--- src/rtl/lcd_bus_scheduler_if.sv ---
// Requester handshake and LCD pin bundle for lcd_bus_scheduler.
// slave = scheduler side, master = requesters/pins side.
interface lcd_bus_scheduler_if #(
    parameter int unsigned NUM_REQ = 2
);
    logic [NUM_REQ-1:0]   req;
    logic [NUM_REQ-1:0]   req_rs;
    logic [8*NUM_REQ-1:0] req_data;
    logic [NUM_REQ-1:0]   req_last;
    logic [NUM_REQ-1:0]   gnt;
    logic                 busy;
    logic [1:0]           owner;
    logic                 rs;
    logic                 rw;
    logic                 en;
    logic [7:0]           data;

    modport slave (
        input  req, req_rs, req_data, req_last,
        output gnt, busy, owner, rs, rw, en, data
    );

    modport master (
        output req, req_rs, req_data, req_last,
        input  gnt, busy, owner, rs, rw, en, data
    );
endinterface

--- src/rtl/lcd_bus_scheduler.sv ---
// Round-robin, string-locked arbiter for a shared HD44780 8-bit bus; owns setup,
// enable-pulse and execution-delay timing. Define LCD_INIT_EN for a power-up init sequence.
module lcd_bus_scheduler #(
    parameter int unsigned NUM_REQ            = 2,
    parameter int unsigned EN_PULSE_CYCLES    = 25,
    parameter int unsigned CMD_DELAY_CYCLES   = 50000,
    parameter int unsigned CLEAR_DELAY_CYCLES = 100000
) (
    input  logic               clk,
    input  logic               reset,
    lcd_bus_scheduler_if.slave bus
);
    localparam int unsigned MAX_DLY = (CLEAR_DELAY_CYCLES > CMD_DELAY_CYCLES) ?
                                      CLEAR_DELAY_CYCLES : CMD_DELAY_CYCLES;
    localparam int unsigned MAX_CNT = (MAX_DLY > EN_PULSE_CYCLES) ? MAX_DLY : EN_PULSE_CYCLES;
    localparam int unsigned CNT_W   = ($clog2(MAX_CNT + 1) > 17) ? $clog2(MAX_CNT + 1) : 17;
    localparam int unsigned IDX_W   = 2;
    localparam int unsigned SUM_W   = IDX_W + 1;

    typedef enum logic [2:0] {IDLE, SETUP, PULSE, HOLD, INIT} state_t;

`ifdef LCD_INIT_EN
    localparam state_t RST_STATE = INIT;
`else
    localparam state_t RST_STATE = IDLE;
`endif

    state_t             state_q, state_d;
    logic [CNT_W-1:0]   cnt_q, cnt_d;
    logic [IDX_W-1:0]   rr_q, rr_d;
    logic [IDX_W-1:0]   owner_q, owner_d;
    logic               lock_q, lock_d;
    logic               rs_q, rs_d;
    logic [7:0]         data_q, data_d;
    logic               en_q, en_d;
    logic               busy_q, busy_d;
`ifdef LCD_INIT_EN
    logic [1:0]         init_idx_q, init_idx_d;
    logic               init_act_q, init_act_d;
`endif

    logic [NUM_REQ-1:0] own_oh, elig, rot, gnt_c;
    logic [SUM_W-1:0]   sum;
    logic [IDX_W-1:0]   win;
    logic               found, grant, win_rs, win_last, is_clear;
    logic [7:0]         win_data;
    logic [CNT_W-1:0]   hold_len;

    // Rotate eligible requests so the rr pointer sits at bit 0, take the lowest set bit.
    always_comb begin
        own_oh = '0;
        for (int unsigned i = 0; i < NUM_REQ; i++) begin
            own_oh[i] = (owner_q == IDX_W'(i));
        end
        elig  = lock_q ? (bus.req & own_oh) : bus.req;
        rot   = NUM_REQ'({elig, elig} >> rr_q);
        found = |rot;
        sum   = '0;
        for (int i = int'(NUM_REQ) - 1; i >= 0; i--) begin
            if (rot[i]) sum = SUM_W'(rr_q) + SUM_W'(i);
        end
        win = (sum >= SUM_W'(NUM_REQ)) ? IDX_W'(sum - SUM_W'(NUM_REQ)) : IDX_W'(sum);
        grant = found && (state_q == IDLE) && !reset;

        win_rs   = 1'b0;
        win_last = 1'b0;
        win_data = '0;
        gnt_c    = '0;
        for (int unsigned i = 0; i < NUM_REQ; i++) begin
            if (win == IDX_W'(i)) begin
                win_rs   = bus.req_rs[i];
                win_last = bus.req_last[i];
                win_data = bus.req_data[8*i +: 8];
                gnt_c[i] = grant;
            end
        end
    end

    assign is_clear = !rs_q && ((data_q == 8'h01) || (data_q == 8'h02));
    assign hold_len = is_clear ? CNT_W'(CLEAR_DELAY_CYCLES - 1) : CNT_W'(CMD_DELAY_CYCLES - 1);

`ifdef LCD_INIT_EN
    function automatic logic [7:0] init_cmd(input logic [1:0] idx);
        case (idx)
            2'd0:    return 8'h38;
            2'd1:    return 8'h0C;
            2'd2:    return 8'h01;
            default: return 8'h06;
        endcase
    endfunction
`endif

    // Next-state and registered-output values.
    always_comb begin
        state_d = state_q;
        cnt_d   = cnt_q;
        rr_d    = rr_q;
        owner_d = owner_q;
        lock_d  = lock_q;
        rs_d    = rs_q;
        data_d  = data_q;
`ifdef LCD_INIT_EN
        init_idx_d = init_idx_q;
        init_act_d = init_act_q;
`endif
        unique case (state_q)
            IDLE: begin
                if (grant) begin
                    owner_d = win;
                    rs_d    = win_rs;
                    data_d  = win_data;
                    lock_d  = !win_last;
                    if (win_last) begin
                        rr_d = (win == IDX_W'(NUM_REQ - 1)) ? '0 : win + IDX_W'(1);
                    end
                    state_d = SETUP;
                end
            end
            SETUP: begin
                cnt_d   = CNT_W'(EN_PULSE_CYCLES - 1);
                state_d = PULSE;
            end
            PULSE: begin
                if (cnt_q == '0) begin
                    cnt_d   = hold_len;
                    state_d = HOLD;
                end else begin
                    cnt_d = cnt_q - CNT_W'(1);
                end
            end
            HOLD: begin
                if (cnt_q == '0) begin
`ifdef LCD_INIT_EN
                    // init_idx wraps to 0 once the last init command has been issued
                    if (init_act_q && (init_idx_q != 2'd0)) begin
                        state_d = INIT;
                    end else begin
                        state_d    = IDLE;
                        init_act_d = 1'b0;
                    end
`else
                    state_d = IDLE;
`endif
                end else begin
                    cnt_d = cnt_q - CNT_W'(1);
                end
            end
`ifdef LCD_INIT_EN
            INIT: begin
                rs_d       = 1'b0;
                data_d     = init_cmd(init_idx_q);
                init_idx_d = init_idx_q + 2'd1;
                state_d    = SETUP;
            end
`endif
            default: state_d = IDLE;
        endcase
        en_d   = (state_d == PULSE);
        busy_d = (state_d != IDLE);
    end

    always_ff @(posedge clk or posedge reset) begin
        if (reset) begin
            state_q <= RST_STATE;
            cnt_q   <= '0;
            rr_q    <= '0;
            owner_q <= '0;
            lock_q  <= 1'b0;
            rs_q    <= 1'b0;
            data_q  <= 8'h00;
            en_q    <= 1'b0;
            busy_q  <= 1'b0;
`ifdef LCD_INIT_EN
            init_idx_q <= 2'd0;
            init_act_q <= 1'b1;
`endif
        end else begin
            state_q <= state_d;
            cnt_q   <= cnt_d;
            rr_q    <= rr_d;
            owner_q <= owner_d;
            lock_q  <= lock_d;
            rs_q    <= rs_d;
            data_q  <= data_d;
            en_q    <= en_d;
            busy_q  <= busy_d;
`ifdef LCD_INIT_EN
            init_idx_q <= init_idx_d;
            init_act_q <= init_act_d;
`endif
        end
    end

    assign bus.gnt   = gnt_c;
    assign bus.busy  = busy_q;
    assign bus.owner = owner_q;
    assign bus.rs    = rs_q;
    assign bus.rw    = 1'b0;
    assign bus.en    = en_q;
    assign bus.data  = data_q;
endmodule
--- src/flat_wrapper.sv ---
// flat-port wrapper written by rule: the top's interface ports become plain ports
module lcd_bus_scheduler_flat 
#(
    parameter int unsigned NUM_REQ            = 2,
    parameter int unsigned EN_PULSE_CYCLES    = 25,
    parameter int unsigned CMD_DELAY_CYCLES   = 50000,
    parameter int unsigned CLEAR_DELAY_CYCLES = 100000
)
  (clk, reset, bus_req, bus_req_rs, bus_req_data, bus_req_last, bus_gnt, bus_busy, bus_owner, bus_rs, bus_rw, bus_en, bus_data);
  lcd_bus_scheduler_if #(.NUM_REQ(NUM_REQ)) bus_i ();
  input  logic clk;
  input  logic reset;
  input wire logic [$bits(bus_i.req)-1:0] bus_req;
  input wire logic [$bits(bus_i.req_rs)-1:0] bus_req_rs;
  input wire logic [$bits(bus_i.req_data)-1:0] bus_req_data;
  input wire logic [$bits(bus_i.req_last)-1:0] bus_req_last;
  output wire logic [$bits(bus_i.gnt)-1:0] bus_gnt;
  output wire logic [$bits(bus_i.busy)-1:0] bus_busy;
  output wire logic [$bits(bus_i.owner)-1:0] bus_owner;
  output wire logic [$bits(bus_i.rs)-1:0] bus_rs;
  output wire logic [$bits(bus_i.rw)-1:0] bus_rw;
  output wire logic [$bits(bus_i.en)-1:0] bus_en;
  output wire logic [$bits(bus_i.data)-1:0] bus_data;
  assign bus_i.req = bus_req;
  assign bus_i.req_rs = bus_req_rs;
  assign bus_i.req_data = bus_req_data;
  assign bus_i.req_last = bus_req_last;
  assign bus_gnt = bus_i.gnt;
  assign bus_busy = bus_i.busy;
  assign bus_owner = bus_i.owner;
  assign bus_rs = bus_i.rs;
  assign bus_rw = bus_i.rw;
  assign bus_en = bus_i.en;
  assign bus_data = bus_i.data;
  lcd_bus_scheduler #(.NUM_REQ(NUM_REQ), .EN_PULSE_CYCLES(EN_PULSE_CYCLES), .CMD_DELAY_CYCLES(CMD_DELAY_CYCLES), .CLEAR_DELAY_CYCLES(CLEAR_DELAY_CYCLES)) u_core (.clk(clk), .reset(reset), .bus(bus_i));
endmodule
--- config.mk ---
export PLATFORM = sky130hd
export DESIGN_NAME = lcd_bus_scheduler_flat
export DESIGN_NICKNAME = d
export VERILOG_FILES = /design/src/rtl/lcd_bus_scheduler_if.sv /design/src/rtl/lcd_bus_scheduler.sv /design/src/flat_wrapper.sv
export SDC_FILE = /design/constraint.sdc
export NUM_CORES = 1
export LEC_CHECK = 0
export ABC_AREA = 1
export ABC_CLOCK_PERIOD_IN_PS = 5300
export BUFFER_PORTS_ARGS = -buffer_cell sky130_fd_sc_hd__buf_2
export CORE_MARGIN = 2
export CORE_UTILIZATION = 55
export DETAILED_ROUTE_END_ITERATION = 8
export PLACE_DENSITY = 0.78
export SLEW_MARGIN = 25
export SYNTH_ARGS = -nofsm -noshare
export SYNTH_HDL_FRONTEND = slang
export SYNTH_SLANG_ARGS = --single-unit
--- constraint.sdc ---
create_clock -name clk -period 5.3 [get_ports clk]
set_clock_uncertainty 0.1 [all_clocks]
set_input_delay 0.265 -clock clk [delete_from_list [all_inputs] [get_ports clk]]
set_output_delay 0.265 -clock clk [all_outputs]
set_load 0.03 [all_outputs]
==> flow_summary.yaml <==
run_status:
  status: "finished clean"
detailed_routing:
  wl_per_cell_um: 12.0
  drt_iter0_markers: 137
  postRouteWirelength_um: 5260
  vias: 2278
  drcViolationCount: 0
  ant_nets: 0
  firstDrtPassIters: 4
  viasPerCell: 5.18
clocking:
  count_of_cells_resized_by_post_cts_repair: 0
  clockRootBuffer: "sky130_fd_sc_hd__clkbuf_8"
  ctsLongestPathBuffers: 2
  tritoncts: "built"
  worstSkewPairLatency_ns: 0.29
  post-cts-setup-buffers: 0
  worst_setup_hold_path_clk_slew_ns: 0.08
  cts.htree.levels: 2
  cts_buffers: 5
  clock-sinks: 36
  cts_hold_repair.buffers: 1
critical_path:
  crit_cells: 9
  critical_path_peak_fanout: 37
  cp_common_cell: "sky130_fd_sc_hd__buf_2"
  crit_type: "primary input to primary output"
  cpPeakStageDelay_ns: 0.53
  worst_setup_path_start_kind: "primary input"
  worstSetupEndpoint: "bus_gnt[0]"
  setup.worst_path.start: "reset"
  critPathBufInv: 5
  slowest_stage_cell_cp: "sky130_fd_sc_hd__dlygate4sd3_1"
  gate_family_responsible_for_the_most_delay_along_the_worst_path: "buffers and inverters"
  worst-endpoint-arrival_ns: 2.54
  required_arrival_time_at_the_worst_endpoint_ns: 4.93
  setup.reg_to_reg.worst_slack_ns: 3.23
  r2r-end: "u_core.cnt_q[10]$_DFFE_PP0P_"
  worst_r2r_startpoint: "u_core.cnt_q[0]$_DFFE_PP0P_"
  worstSetupEndpointType: "primary output"
  reg2regPathDepth: 11
  critical_path.cell_chain: "dlygate4sd3_1 -> buf_2 -> inv_1 -> buf_4 -> nand3_1 -> nor2_2 -> nand2_1 -> nor2_1 -> buf_2"
placed_design:
  portBuffers: 38
  gp_congestion: 0.822
  detailed_place_hpwl_um: 3930
  postPlaceCellArea_um2: 2570
timing:
  finalHoldViolations: 0
  worst-slew-pin-transition_ns: 0.773
  setup_viol: 0
  maxSlewViolCount: 0
  slew-limit-headroom_pct: 48.3
  rsz_0062_raised_after_global_routing: "no"
  layout_worst_path_cycle_share_pct: 54.9
  timing.final.crit_period_ns: 2.91
  fmax_mhz: 344
  setup_tns_ns: 0
worst_hold_path:
  hold_path.class: "primary input to register"
  worst_hold_depth: 3
grt:
  total_routing_usage_reported_by_global_routing_pct: 24.3
  grt_pass1_vias: 2170
  first_pass_grt_wire_length_um: 9490
  antenna_violations_before_repair: 0
  pin_count_of_the_biggest_net_entering_global_routing: 38
  grt_overflow_total: 0
synthesis:
  yosys_register_bits: 36
  postSynthCellCount: 349
  synth.top_cells.by_area: "sky130_fd_sc_hd__dfrtp_1, sky130_fd_sc_hd__nand2_1, sky130_fd_sc_hd__nand3_1"
  synth.yosys.seq_area_share_pct: 38.3
  synthesis.yosys.warnings: 0
  synthArstFlopShare_pct: 100
  edff_count_synth: 0
  syn_avg_cell_area_um2: 6.74
  unique_masters_post_synth: 31
  synth_largest_area_cell: "sky130_fd_sc_hd__dfrtp_1"
  ys.flop_type: "sky130_fd_sc_hd__dfrtp_1"
  syn_area_um2: 2350
  synth_largest_type_area_fraction_pct: 38.3
final_layout:
  finalNetCount: 415
  final.fill_count: 388
  design_area_um2: 2700
  synthToLayoutAreaGrowth_pct: 14.5
  antenna-diode-count: 0
  drive_above_1_share_pct: 17.2
power_and_ir_drop:
  peak_ir_drop_on_the_vdd_network_v: 0.000296
  p_leak_uw: 0.00151
  power_density_nw_per_um2: 505
floorplan:
  die_area_um2: 4820
  floorplan.io_pins: 40
  rows: 23
  floorplan.initialDensity_pct: 58.0
  die_h_um: 69.4
  fp.dieW_um: 69.4
  floorplan.core_area_um2: 4060
run:
  timing.max_cap.violations: 0
[metrics by stage]
step           instances  hold slack (ns)  power, uW  worst slack, ns  utilization, %
4_1_cts              440           0.0745       1370             2.36            66.4
5_1_grt              440           0.0951       1480             2.13            66.4
3_3_place_gp         431            0.297       1100             3.00            63.3
3_5_place_dp         431            0.302       1110             2.92            63.3
6_report             440           0.0793       1360             2.39            66.4
2_1_floorplan        350            0.282        963             2.95               -
[cell usage in the layout (no fill, tap or decap)]
master / n
sky130_fd_sc_hd__nand2_1: 117
sky130_fd_sc_hd__nor2_1: 42
sky130_fd_sc_hd__nand3_1: 42
sky130_fd_sc_hd__inv_1: 40
sky130_fd_sc_hd__buf_2: 38
sky130_fd_sc_hd__dfrtp_1: 36
sky130_fd_sc_hd__o21ai_1: 7
sky130_fd_sc_hd__nor2_2: 6
sky130_fd_sc_hd__nand4_1: 6
sky130_fd_sc_hd__a21oi_1: 6
sky130_fd_sc_hd__inv_2: 5
sky130_fd_sc_hd__o21ai_0: 5
sky130_fd_sc_hd__xor2_1: 5
sky130_fd_sc_hd__clkbuf_8: 5
sky130_fd_sc_hd__nand2_4: 3
sky130_fd_sc_hd__nor3_1: 3
sky130_fd_sc_hd__nand2_2: 2
sky130_fd_sc_hd__nor2_8: 2
sky130_fd_sc_hd__xnor2_1: 2
sky130_fd_sc_hd__o2111ai_1: 2
sky130_fd_sc_hd__ha_1: 2
sky130_fd_sc_hd__conb_1: 2
sky130_fd_sc_hd__nor2_4: 1
sky130_fd_sc_hd__o21a_1: 1
sky130_fd_sc_hd__a21boi_0: 1
sky130_fd_sc_hd__and2_1: 1
sky130_fd_sc_hd__nand3b_1: 1
sky130_fd_sc_hd__a21oi_2: 1
sky130_fd_sc_hd__o22ai_1: 1
sky130_fd_sc_hd__clkinvlp_4: 1
sky130_fd_sc_hd__bufinv_16: 1
sky130_fd_sc_hd__inv_6: 1
sky130_fd_sc_hd__dlygate4sd3_1: 1
sky130_fd_sc_hd__buf_4: 1
[report_power, final]
part           switching (uW)  total (uW)  leakage, uW  internal (uW)
clock                     109         251    0.0000548            142
combinational             440         651     0.000997            211
sequential               90.7         458     0.000462            367
total                     639        1360      0.00151            720
[layer usage]
| metal | GRT usage, % | wire length (um) | vias to the layer above |
|---|---|---|---|
| li1 | - | - | 1171 |
| met1 | 29.7 | 2280 | 1017 |
| met2 | 41.0 | 2520 | 77 |
| met3 | 5.38 | 331 | 13 |
| met4 | 10.5 | 125 | 0 |
| met5 | 0 | 0 | - |
[worst min-delay path: cells and delay by family]
kind                   cells  cell delay [ns]
AND/OR/NAND/NOR            2             0.09
buffers and inverters      1             0.09
[Yosys cell counts (2+ instances only)]
master / instances
sky130_fd_sc_hd__nand2_2: 2
sky130_fd_sc_hd__inv_2: 5
sky130_fd_sc_hd__nor2_1: 42
sky130_fd_sc_hd__xnor2_1: 2
sky130_fd_sc_hd__nor3_1: 3
sky130_fd_sc_hd__nand2_1: 117
sky130_fd_sc_hd__o21ai_0: 5
sky130_fd_sc_hd__dfrtp_1: 36
sky130_fd_sc_hd__xor2_1: 5
sky130_fd_sc_hd__nand4_1: 6
sky130_fd_sc_hd__nor2_2: 6
sky130_fd_sc_hd__ha_1: 2
sky130_fd_sc_hd__inv_1: 40
sky130_fd_sc_hd__o21ai_1: 7
sky130_fd_sc_hd__a21oi_1: 6
sky130_fd_sc_hd__nor2_8: 2
sky130_fd_sc_hd__o2111ai_1: 2
sky130_fd_sc_hd__buf_2: 5
sky130_fd_sc_hd__nand3_1: 42
sky130_fd_sc_hd__nand2_4: 3
[state kept, by name, indices dropped and copies added, names as in the netlist]
name	flops
u_core.cnt_q	17
u_core.bus.data	8
u_core.lock_q	1
u_core.bus.owner	2
u_core.bus.busy	1
u_core.rr_q	2
u_core.bus.en	1
u_core.state_q	3
u_core.bus.rs	1
[cell type report]
type | instances | area (um2) | area share [%]
Clock buffer | 5 | 68.8 | 2.55
Clock inverter | 3 | 46.3 | 1.72
Inverter | 45 | 169 | 6.27
Multi-Input combinational cell | 261 | 1240 | 46.0
Sequential cell | 36 | 901 | 33.4
Tap cell | 50 | 62.6 | 2.32
Timing Repair Buffer | 40 | 208 | 7.71
[worst min-delay path by stage]
stage	from	end	slack, ns
floorplan	bus_req_last[0]	u_core.rr_q[0]$_DFFE_PP0P_	0.28
global placement	reset	u_core.rr_q[0]$_DFFE_PP0P_	0.30
detailed placement	reset	u_core.rr_q[0]$_DFFE_PP0P_	0.30
CTS	bus_req_last[0]	u_core.rr_q[0]$_DFFE_PP0P_	0.07
global route	bus_req_last[0]	u_core.rr_q[0]$_DFFE_PP0P_	0.1
finish	bus_req_last[0]	u_core.rr_q[0]$_DFFE_PP0P_	0.08
[logic make-up after synthesis]
family,share of synthesized area [%]
and+or+nand+nor,42.8
buffers and inverters,9.20
DFF,38.3
AOI/OAI and AO/OA,5.85
xor gates and xnor gates,2.61
adders and majority gates,1.06
other,0.159
Power figures use the tool's default switching activity.
